[src/rtl/acc_seq_ctrl.sv]
// acc_seq_ctrl: multicycle fetch/decode/exec/mem/wb sequencer for the accumulator datapath
//   clk, rst                           : clock, synchronous active-high reset
//   i_start, i_start_pc                : launch pulse and first instruction address
//   o_pc, i_instruction                : instruction fetch (async memory)
//   o_mem_*, i_mem_rdata               : data memory enable/rw/clear/address/write data, read data
//   o_reg_src*, i_reg_data*, o_reg_w*  : register file read selects/data, write strobe/select/data
//   o_alu_a/b/op, i_alu_result         : ALU operands, one-hot op, result
//   o_busy, o_halted, o_retired        : status and retired-instruction count
module acc_seq_ctrl #(
  parameter int DATA_W = 32,
  parameter int IMM_W = 25,
  parameter int PC_INC = 1
) (
  input  logic              clk,
  input  logic              rst,
  input  logic              i_start,
  input  logic [DATA_W-1:0] i_start_pc,
  output logic [DATA_W-1:0] o_pc,
  input  logic [31:0]       i_instruction,
  output logic              o_mem_en,
  output logic              o_mem_rw,
  output logic              o_mem_clear,
  output logic [DATA_W-1:0] o_mem_addr,
  output logic [DATA_W-1:0] o_mem_wdata,
  input  logic [DATA_W-1:0] i_mem_rdata,
  output logic [1:0]        o_reg_src1,
  output logic [1:0]        o_reg_src2,
  input  logic [DATA_W-1:0] i_reg_data1,
  input  logic [DATA_W-1:0] i_reg_data2,
  output logic              o_reg_we,
  output logic [1:0]        o_reg_wsel,
  output logic [DATA_W-1:0] o_reg_wdata,
  output logic [DATA_W-1:0] o_alu_a,
  output logic [DATA_W-1:0] o_alu_b,
  output logic [3:0]        o_alu_op,
  input  logic [DATA_W-1:0] i_alu_result,
  output logic              o_busy,
  output logic              o_halted,
  output logic [31:0]       o_retired
);
  typedef enum logic [2:0] {S_IDLE, S_FETCH, S_DECODE, S_EXEC, S_MEM, S_WB, S_HALT} state_t;
  state_t r_state, w_next;
  logic [DATA_W-1:0] r_pc, r_a, r_r, w_imm;
  logic [31:0] r_ir, r_retired;
  logic [2:0] w_op;
  logic [1:0] w_fa, w_dest;
  logic w_retire, w_rd, w_wr, w_clr;
  assign w_op = r_ir[31:29];
  assign w_fa = r_ir[28:27];
  assign w_dest = r_ir[26:25];
  assign w_imm = DATA_W'(r_ir[IMM_W-1:0]);
  assign w_rd = r_state == S_MEM && w_op == 3'b110;
  assign w_wr = r_state == S_MEM && w_op == 3'b111;
  assign w_clr = r_state == S_MEM && w_op == 3'b100;
  // loads continue through WB; stores and clears retire straight out of MEM
  assign w_retire = r_state == S_WB || w_wr || w_clr;
  always_comb begin
    w_next = r_state;
    case (r_state)
      S_IDLE:   w_next = i_start ? S_FETCH : S_IDLE;
      S_FETCH:  w_next = S_DECODE;
      S_DECODE: w_next = !w_op[2] ? S_EXEC : w_op == 3'b101 ? S_HALT : S_MEM;
      S_EXEC:   w_next = S_WB;
      S_MEM:    w_next = w_rd ? S_WB : S_FETCH;
      S_WB:     w_next = S_FETCH;
      default:  w_next = r_state;
    endcase
  end
  always_ff @(posedge clk) begin
    if (rst) begin
      r_state <= S_IDLE;
      r_pc <= '0;
      r_ir <= '0;
      r_a <= '0;
      r_r <= '0;
      r_retired <= '0;
    end else begin
      r_state <= w_next;
      if (r_state == S_IDLE && i_start) r_pc <= i_start_pc;
      else if (w_retire) r_pc <= r_pc + DATA_W'(PC_INC);
      if (w_retire) r_retired <= r_retired + 32'd1;
      if (r_state == S_FETCH) r_ir <= i_instruction;
      if (r_state == S_DECODE && !w_op[2]) r_a <= i_reg_data2;
      else if (r_state == S_DECODE && w_op == 3'b111) r_a <= i_reg_data1;
      if (r_state == S_EXEC) r_r <= i_alu_result;
      else if (w_rd) r_r <= i_mem_rdata;
    end
  end
  assign o_pc = r_pc;
  assign o_retired = r_retired;
  assign o_busy = r_state != S_IDLE && r_state != S_HALT;
  assign o_halted = r_state == S_HALT;
  assign o_reg_src1 = r_state == S_DECODE ? w_fa : 2'b00;
  assign o_reg_src2 = r_state == S_DECODE ? w_fa : 2'b00;
  assign o_alu_a = r_state == S_EXEC ? r_a : '0;
  assign o_alu_b = r_state == S_EXEC ? w_imm : '0;
  assign o_alu_op = r_state != S_EXEC ? 4'b0000 :
                    w_op[1:0] == 2'b00 ? 4'b1000 :
                    w_op[1:0] == 2'b01 ? 4'b0100 :
                    w_op[1:0] == 2'b10 ? 4'b0001 : 4'b0010;
  assign o_mem_en = w_rd || w_wr;
  assign o_mem_rw = w_wr;
  assign o_mem_clear = w_clr;
  assign o_mem_addr = r_state == S_MEM ? w_imm : '0;
  assign o_mem_wdata = w_wr ? r_a : '0;
  assign o_reg_we = r_state == S_WB;
  assign o_reg_wsel = r_state != S_WB ? 2'b00 : w_op == 3'b110 ? w_dest : 2'b10;
  assign o_reg_wdata = r_state == S_WB ? r_r : '0;
endmodule
[config.mk]
export PLATFORM = sky130hd
export DESIGN_NAME = acc_seq_ctrl
export DESIGN_NICKNAME = d
export VERILOG_FILES = /design/src/rtl/acc_seq_ctrl.sv
export SDC_FILE = /design/constraint.sdc
export NUM_CORES = 1
export LEC_CHECK = 0
export BUFFER_PORTS_ARGS = -buffer_cell sky130_fd_sc_hd__buf_2
export CAP_MARGIN = 20
export CELL_PAD_IN_SITES_DETAIL_PLACEMENT = 1
export CELL_PAD_IN_SITES_GLOBAL_PLACEMENT = 1
export CORE_AREA = 5 5 169 187
export DETAILED_ROUTE_END_ITERATION = 12
export DIE_AREA = 0 0 174 192
export PLACE_DENSITY = 0.77
export SLEW_MARGIN = 25
export SYNTH_ARGS = -nofsm -noshare
export SYNTH_HDL_FRONTEND = slang
export SYNTH_SLANG_ARGS = --single-unit
export TNS_END_PERCENT = 5
[constraint.sdc]
create_clock -name clk -period 2.5 [get_ports clk]
set_input_delay 0.5 -clock clk [delete_from_list [all_inputs] [get_ports clk]]
set_output_delay 0.5 -clock clk [all_outputs]
set_load 0.02 [all_outputs]
==> results.sh, run 1 <==
export IMPL_worst_ep_arrival_time_ns=1.89
export IMPL_flow_area_growth_from_synthesis_pct=35.5
export IMPL_clock_insertion_delay_worst_skew_ns=0.42
export IMPL_total_neg_setup_slack_ns=0
export IMPL_fill_cell_total_of_the_finished_layout=3705
export IMPL_netSwitchingPower_w=0.00214
export IMPL_fp_row_count=66
export IMPL_crit_path_end_kind="output port"
export IMPL_drt_first_pass_iters=4
export IMPL_timing_critical_path_cells="buf_4 -> and3b_2 -> clkbuf_16 -> and2_1 -> buf_2"
export IMPL_multi_input_area_mm2=0.00501
export IMPL_post_cts_setup_buffers=0
export IMPL_detail_route_antenna_nets=0
export IMPL_outcome="finished clean"
export IMPL_timing_critical_path_slowest_stage_cell="sky130_fd_sc_hd__dfxtp_2"
export IMPL_synth_async_sr_flop_share=0
export IMPL_avgRoutedWirePerCell_um=18.8
export IMPL_final_max_slew_violation_count=0
export IMPL_hold_slack_ns=0.277
export IMPL_full_die_area_mm2=0.0334
export IMPL_power_internal_w=0.00469
export IMPL_detail_route_iter0_violations=457
export IMPL_worst_min_delay_path_startpoint="i_start_pc[19]"
export IMPL_holdBufCountCts=0
export IMPL_power_frac_comb=0.175
export IMPL_worst_hold_path_type="input pin to flop"
export IMPL_grt_max_degree=77
export IMPL_power_clock_fraction=0.383
export IMPL_design_final_nets=1731
export IMPL_drt_wl_total_um=36000
export IMPL_drcViolationCount=0
export IMPL_path_class="flop to output port"
export IMPL_worst_path_largest_cell_delay_ns=0.37
export IMPL_min_period_ns=2.39
export IMPL_postSynthCellCount=1154
export IMPL_starting_density_of_the_core=0.297
export IMPL_finalNonFillerCells=1922
export IMPL_hold_viol=0
export IMPL_regToRegEndpoint="o_retired[25]"
export IMPL_die_y_um=192
export IMPL_ff2ff_setup_slack_ns=0.26
export IMPL_buffer_ports_inserted=420
export IMPL_grt_first_pass_wirelength_um=54600
export IMPL_io_pin_count=435
export IMPL_dp_cells=1886
export IMPL_clk_pin_slew_worst_paths_ns=0.08
export IMPL_number_of_global_route_vias_before_repair=9819
export IMPL_netlist_cell_type_count=49
export IMPL_reg2regPathDepth=5
export IMPL_crit_path_start="r_state[2]"
export IMPL_drv_max_cap_violation_count=0
export IMPL_chipWidth_um=174
export IMPL_slew_headroom=0.652
export IMPL_ys_seq_area_frac=0.374
export IMPL_numCtsBuffers=17
export IMPL_leakagePower_nw=5.16
export IMPL_globalRouteOverflowTotal=0
export IMPL_finClkSkew_ns=0.0109
export IMPL_period_share=0.956
export IMPL_avgViaCountPerCell=5.04
export IMPL_htree_num_levels=4
export IMPL_numClockSinks=163
export IMPL_cts_tree="done"
export IMPL_fp_coreArea_mm2=0.0294
export IMPL_critical_path_reg2reg_startpoint="r_state[2]"
export IMPL_power_share_switching=0.314
export IMPL_synth_warning_count=0
export IMPL_finalSetupViolations=0
export IMPL_avgSynthCellArea_um2=7.56
export IMPL_synth_enable_flop_cells=0
export IMPL_endpoint_of_the_most_critical_setup_path="o_alu_a[30]"
export IMPL_p_total_w=0.00683
export IMPL_peakVddDrop_v=0.000378
export IMPL_power_sequential_fraction=0.442
export IMPL_dr_total_vias=9683
export IMPL_synth_ff_type="sky130_fd_sc_hd__dfxtp_1"
export IMPL_tightest_slew_ns=0.517
export IMPL_clk_path_buf_depth=2
export IMPL_rsz_0062_raised_after_global_routing="false"
export IMPL_critical_path_required_ns=2.00
export IMPL_cts_root_buffer_cell="sky130_fd_sc_hd__clkbuf_16"
export IMPL_hpwlAfterDp_um=27400
export IMPL_seq_area_mm2=0.00327
export IMPL_place_congestion=0.813
export IMPL_worstSetupStartpointType="flop"
export IMPL_ys_ff_latch=163
export IMPL_synthesized_area_mm2=0.00873
export IMPL_cp_max_fo=38
export IMPL_initial_antenna_violation_count=5
export IMPL_powerDensity_mw_per_mm2=578
export IMPL_globalRouteTotalUtil=0.202
export IMPL_max_freq_mhz=418
export IMPL_final_layout_size_suffix_gt1_frac=0.330
==> critical path: cells and delay by family (launching register included) <==
| kind | cells | cell delay [ns] |
|---|---|---|
| flip-flops | 1 | 0.37 |
| buffers and inverters | 3 | 0.62 |
| AND/OR/NAND/NOR | 2 | 0.47 |
==> routing by layer <==
metal	part of all wire	wire length [µm]	global-route usage	up-vias
met5	0.00067	24	0	-
li1	-	-	-	4719
met3	0.052	1880	0.0510	45
met1	0.41	14800	0.232	4634
met4	0.021	748	0.0554	4
met2	0.52	18600	0.373	281
==> cell usage after synthesis, types with 2 or more instances <==
cell | instances | share of area
sky130_fd_sc_hd__nand2_1 | 195 | 0.084
sky130_fd_sc_hd__dfxtp_1 | 163 | 0.37
sky130_fd_sc_hd__and2_1 | 150 | 0.11
sky130_fd_sc_hd__nor2_1 | 125 | 0.054
sky130_fd_sc_hd__clkbuf_1 | 71 | 0.031
sky130_fd_sc_hd__a311oi_1 | 63 | 0.063
sky130_fd_sc_hd__a21oi_1 | 50 | 0.029
sky130_fd_sc_hd__o21ai_0 | 45 | 0.026
sky130_fd_sc_hd__xnor2_1 | 40 | 0.040
sky130_fd_sc_hd__nor4_1 | 29 | 0.021
sky130_fd_sc_hd__nor3_1 | 28 | 0.016
sky130_fd_sc_hd__a211oi_1 | 24 | 0.021
sky130_fd_sc_hd__nand3_1 | 19 | 0.011
sky130_fd_sc_hd__nand4_1 | 19 | 0.014
sky130_fd_sc_hd__buf_4 | 17 | 0.015
sky130_fd_sc_hd__buf_2 | 15 | 0.0086
sky130_fd_sc_hd__inv_1 | 12 | 0.0052
sky130_fd_sc_hd__and4_1 | 10 | 0.010
sky130_fd_sc_hd__or3_1 | 9 | 0.0065
sky130_fd_sc_hd__o31ai_1 | 8 | 0.0069
sky130_fd_sc_hd__xor2_1 | 6 | 0.0060
sky130_fd_sc_hd__and3_1 | 5 | 0.0036
sky130_fd_sc_hd__a31o_2 | 4 | 0.0040
sky130_fd_sc_hd__buf_1 | 4 | 0.0017
sky130_fd_sc_hd__ha_1 | 4 | 0.0057
sky130_fd_sc_hd__nand2b_1 | 4 | 0.0029
sky130_fd_sc_hd__nor2b_1 | 4 | 0.0029
sky130_fd_sc_hd__or4_1 | 4 | 0.0034
sky130_fd_sc_hd__and3b_1 | 3 | 0.0030
sky130_fd_sc_hd__nor3b_1 | 3 | 0.0026
sky130_fd_sc_hd__a211o_1 | 2 | 0.0020
sky130_fd_sc_hd__or3b_2 | 2 | 0.0020
==> stage by stage <==
| step | utilization | setup WS, ns | cell area (µm²) |
|---|---|---|---|
| after detailed placement | 0.381 | 0.202 | 11200 |
| after CTS | 0.400 | 0.0332 | 11800 |
| final | 0.402 | 0.109 | 11800 |
| after floorplan | - | 0.142 | 8770 |
| after global routing | 0.402 | 0.0161 | 11800 |
| after global placement | 0.381 | 0.245 | 11200 |
==> logic make-up (layout without fill, tap and decap cells) <==
kind of cell	Yosys count	in the layout	share of synthesized area
other cells	1	17	0.000430
buf+inv	120	498	0.0619
xor+xnor	46	46	0.0462
simple gates	616	616	0.352
compound gates	204	204	0.160
fa+ha+maj	4	4	0.00574
flops	163	163	0.374
==> power by group through the flow <==
stage / Sequential (W) / Combinational, W / Clock, W
2_1_floorplan: 0.00307 / 0.000690 / 0
6_report: 0.00302 / 0.00119 / 0.00262
4_1_cts: 0.00302 / 0.00120 / 0.00270
3_5_place_dp: 0.00307 / 0.00120 / 0
5_1_grt: 0.00305 / 0.00133 / 0.00283
3_3_place_gp: 0.00306 / 0.00117 / 0
==> placed cells by master (no fill, tap or decap), drive strengths merged, types with 5 or more instances in the layout <==
cell type	n
xnor2	40
dfxtp	163
and2	150
buf	453
o31ai	8
clkbuf	20
conb	14
nor3	28
or4	5
a311oi	63
o21ai	45
or3	9
nand4	19
nor4	29
inv	16
nand3	20
and4	10
nand2	195
a21oi	51
xor2	6
a211oi	24
and3	5
nor2	126
==> flip-flops by register name, indices dropped and copies added (netlist names) <==
register   cells
r_state        3
r_a           32
o_pc          32
r_ir          32
o_retired     32
r_r           32
==> area by class of cell <==
class                      instances  area share
clock buffer                      19      0.0375
multi-input combinational        884       0.424
antenna                            3    0.000635
inverter                          12     0.00381
timing repair buffer             454       0.208
clock inverter                    13      0.0106
sequential                       163       0.277
tap                              374      0.0396
==> worst min path at each step <==
stage	depth (start not counted)	to
final	3	o_pc[19]
after global routing	3	o_pc[19]
after CTS	3	o_pc[19]
after detailed placement	2	r_ir[27]
after global placement	2	r_ir[27]
after floorplan	2	r_ir[27]
==> repair_timing <==
item                       4_1_cts  5_1_grt
cloned                           0        1
setup endpoints to repair       48       61
gates resized for setup          4        6
Note: power is estimated with default switching activity, not from simulation.
==> run 2, diff against run 1 <==
==> constraint.sdc (replaced) <==
create_clock -name clk -period 2.2 [get_ports clk]
set_input_delay 0.44 -clock clk [delete_from_list [all_inputs] [get_ports clk]]
set_output_delay 0.44 -clock clk [all_outputs]
set_load 0.02 [all_outputs]
==> run 2 against run 1 <==
The flow now finishes with violations (setup timing). Cell area grew 11%. Clock power is 28% higher. Cell count rose by 1.9%. Setup slack lost 0.21 ns. Total power up 21%. Register-to-register slack lost 0.21 ns. Critical path depth up 2. Die area unchanged. Combinational power up 26%. Critical path type unchanged. Critical endpoint is now o_mem_wdata[3].
==> results.sh, run 2 (synthesized netlist as in run 1, its figures left out) <==
export IMPL_numClockSinks=163
export IMPL_cp_max_fo=32
export IMPL_dpl_instance_area_mm2=0.0115
export IMPL_fp_coreArea_mm2=0.0294
export IMPL_avgRoutedWirePerCell_um=20.0
export IMPL_final_cell_area_mm2=0.0131
export IMPL_design_final_nets=1767
export IMPL_initial_antenna_violation_count=6
export IMPL_mostFrequentLayoutCells="sky130_fd_sc_hd__buf_2, sky130_fd_sc_hd__nand2_1, sky130_fd_sc_hd__dfxtp_1"
export IMPL_worst_path_largest_cell_delay_ns=0.34
export IMPL_tightest_slew_ns=0.593
export IMPL_avgViaCountPerCell=5.14
export IMPL_htree_num_levels=4
export IMPL_crit_path_end_kind="output port"
export IMPL_total_neg_setup_slack_ns=-4.35
export IMPL_hold_viol=0
export IMPL_timing_critical_path_cells="buf_6 -> nor3b_4 -> nand2_2 -> nor2_4 -> buf_12 -> and2_1 -> buf_4"
export IMPL_slew_headroom=0.604
export IMPL_finalWorstSetupSlack_ns=-0.105
export IMPL_finClkSkew_ns=0.0109
export IMPL_fill_cell_total_of_the_finished_layout=3620
export IMPL_dr_total_vias=10100
export IMPL_powerDensity_mw_per_mm2=632
export IMPL_timing_critical_path_slowest_stage_cell="sky130_fd_sc_hd__dfxtp_2"
export IMPL_grt_max_degree=55
export IMPL_path_class="flop to output port"
export IMPL_worst_hold_path_type="input pin to flop"
export IMPL_clk_path_buf_depth=2
export IMPL_detail_route_iter0_violations=395
export IMPL_number_of_global_route_vias_before_repair=10200
export IMPL_layout_commonest_cell="sky130_fd_sc_hd__buf_2"
export IMPL_cts_root_buffer_cell="sky130_fd_sc_hd__clkbuf_16"
export IMPL_grt_first_pass_wirelength_um=57200
export IMPL_final_layout_size_suffix_gt1_frac=0.369
export IMPL_drt_wl_total_um=39200
export IMPL_cts_tree="done"
export IMPL_hpwlAfterDp_um=28800
export IMPL_detail_route_antenna_nets=0
export IMPL_numCtsBuffers=17
export IMPL_fp_row_count=66
export IMPL_critical_path_required_ns=1.76
export IMPL_max_freq_mhz=434
export IMPL_place_congestion=0.842
export IMPL_outcome="finished with violations"
export IMPL_globalRouteOverflowTotal=0
export IMPL_worstSetupStartpointType="flop"
export IMPL_final_max_slew_violation_count=0
export IMPL_drt_first_pass_iters=4
export IMPL_chipWidth_um=174
export IMPL_die_y_um=192
export IMPL_clock_insertion_delay_worst_skew_ns=0.44
export IMPL_dp_cells=1916
export IMPL_period_share=1.05
export IMPL_rsz_0062_raised_after_global_routing="true"
export IMPL_peakVddDrop_v=0.000423
export IMPL_io_pin_count=435
export IMPL_flow_area_growth_from_synthesis_pct=49.7
export IMPL_drv_max_cap_violation_count=0
export IMPL_clk_pin_slew_worst_paths_ns=0.07
export IMPL_starting_density_of_the_core=0.297
export IMPL_worst_ep_arrival_time_ns=1.87
export IMPL_leakagePower_nw=5.49
export IMPL_violated_checks="setup timing"
export IMPL_min_period_ns=2.31
export IMPL_finalSetupViolations=70
export IMPL_buffer_ports_inserted=420
export IMPL_finalNonFillerCells=1959
export IMPL_full_die_area_mm2=0.0334
export IMPL_globalRouteTotalUtil=0.215
export IMPL_drcViolationCount=0
[run 2: layer usage]
| layer | up-vias | global-route usage | wire (µm) |
|---|---|---|---|
| met3 | 81 | 0.0449 | 1810 |
| met4 | 4 | 0.0740 | 1090 |
| met1 | 4864 | 0.244 | 15700 |
| met2 | 334 | 0.401 | 20600 |
| li1 | 4786 | - | - |
| met5 | - | 0 | 27 |
[run 2: worst max-delay path: cells and delay by family (launching register included)]
| family | cells | cell delay, ns |
|---|---|---|
| buf+inv | 3 | 0.45 |
| flops | 1 | 0.34 |
| simple gates | 4 | 0.64 |
[run 2: worst paths after layout]
| check | cells past startpoint | endpoint | startpoint | slack, ns |
|---|---|---|---|---|
| worst max-delay path | 7 | o_mem_wdata[3] | r_state[0] | -0.11 |
| worst min-delay path | 3 | o_pc[27] | i_start_pc[27] | 0.20 |
| worst max register to register | 6 | o_pc[7] | r_state[1] | 0.05 |
| worst min register to register | 2 | r_ir[28] | r_ir[28] | 0.46 |
[run 2: per-stage QoR]
step,power (W),utilization,hold WS [ns],setup WS (ns)
after global placement,0.00486,0.391,0.438,0.0608
after CTS,0.00831,0.426,0.180,-0.151
after floorplan,0.00427,-,0.432,0.0383
after detailed placement,0.00493,0.391,0.454,0.0137
after global routing,0.00863,0.444,0.206,-0.179
final,0.00826,0.444,0.200,-0.105
[run 2: what timing repair did]
item	in CTS	in global routing
endpoints found under the setup margin	155	155
pin swaps	4	9
endpoints found under the hold margin	0	0
buffers inserted	0	5
cloned	0	2
hold buffers	0	0
resized for setup	142	150
[run 2: final cells by class]
class	instances	area, µm²	area share
antenna	4	10.0	0.000766
multi-input combinational	884	5100	0.390
sequential	163	3270	0.251
inverter	12	45.0	0.00345
timing repair buffer	490	3530	0.270
clock buffer	18	439	0.0336
tap	374	468	0.0358
clock inverter	14	200	0.0153
[run 2: report_power, final]
part	internal [W]	switching (W)	total, W
clock	0.00195	0.00140	0.00335
sequential	0.00319	0.000226	0.00341
combinational	0.000597	0.000903	0.00150
total	0.00573	0.00253	0.00826
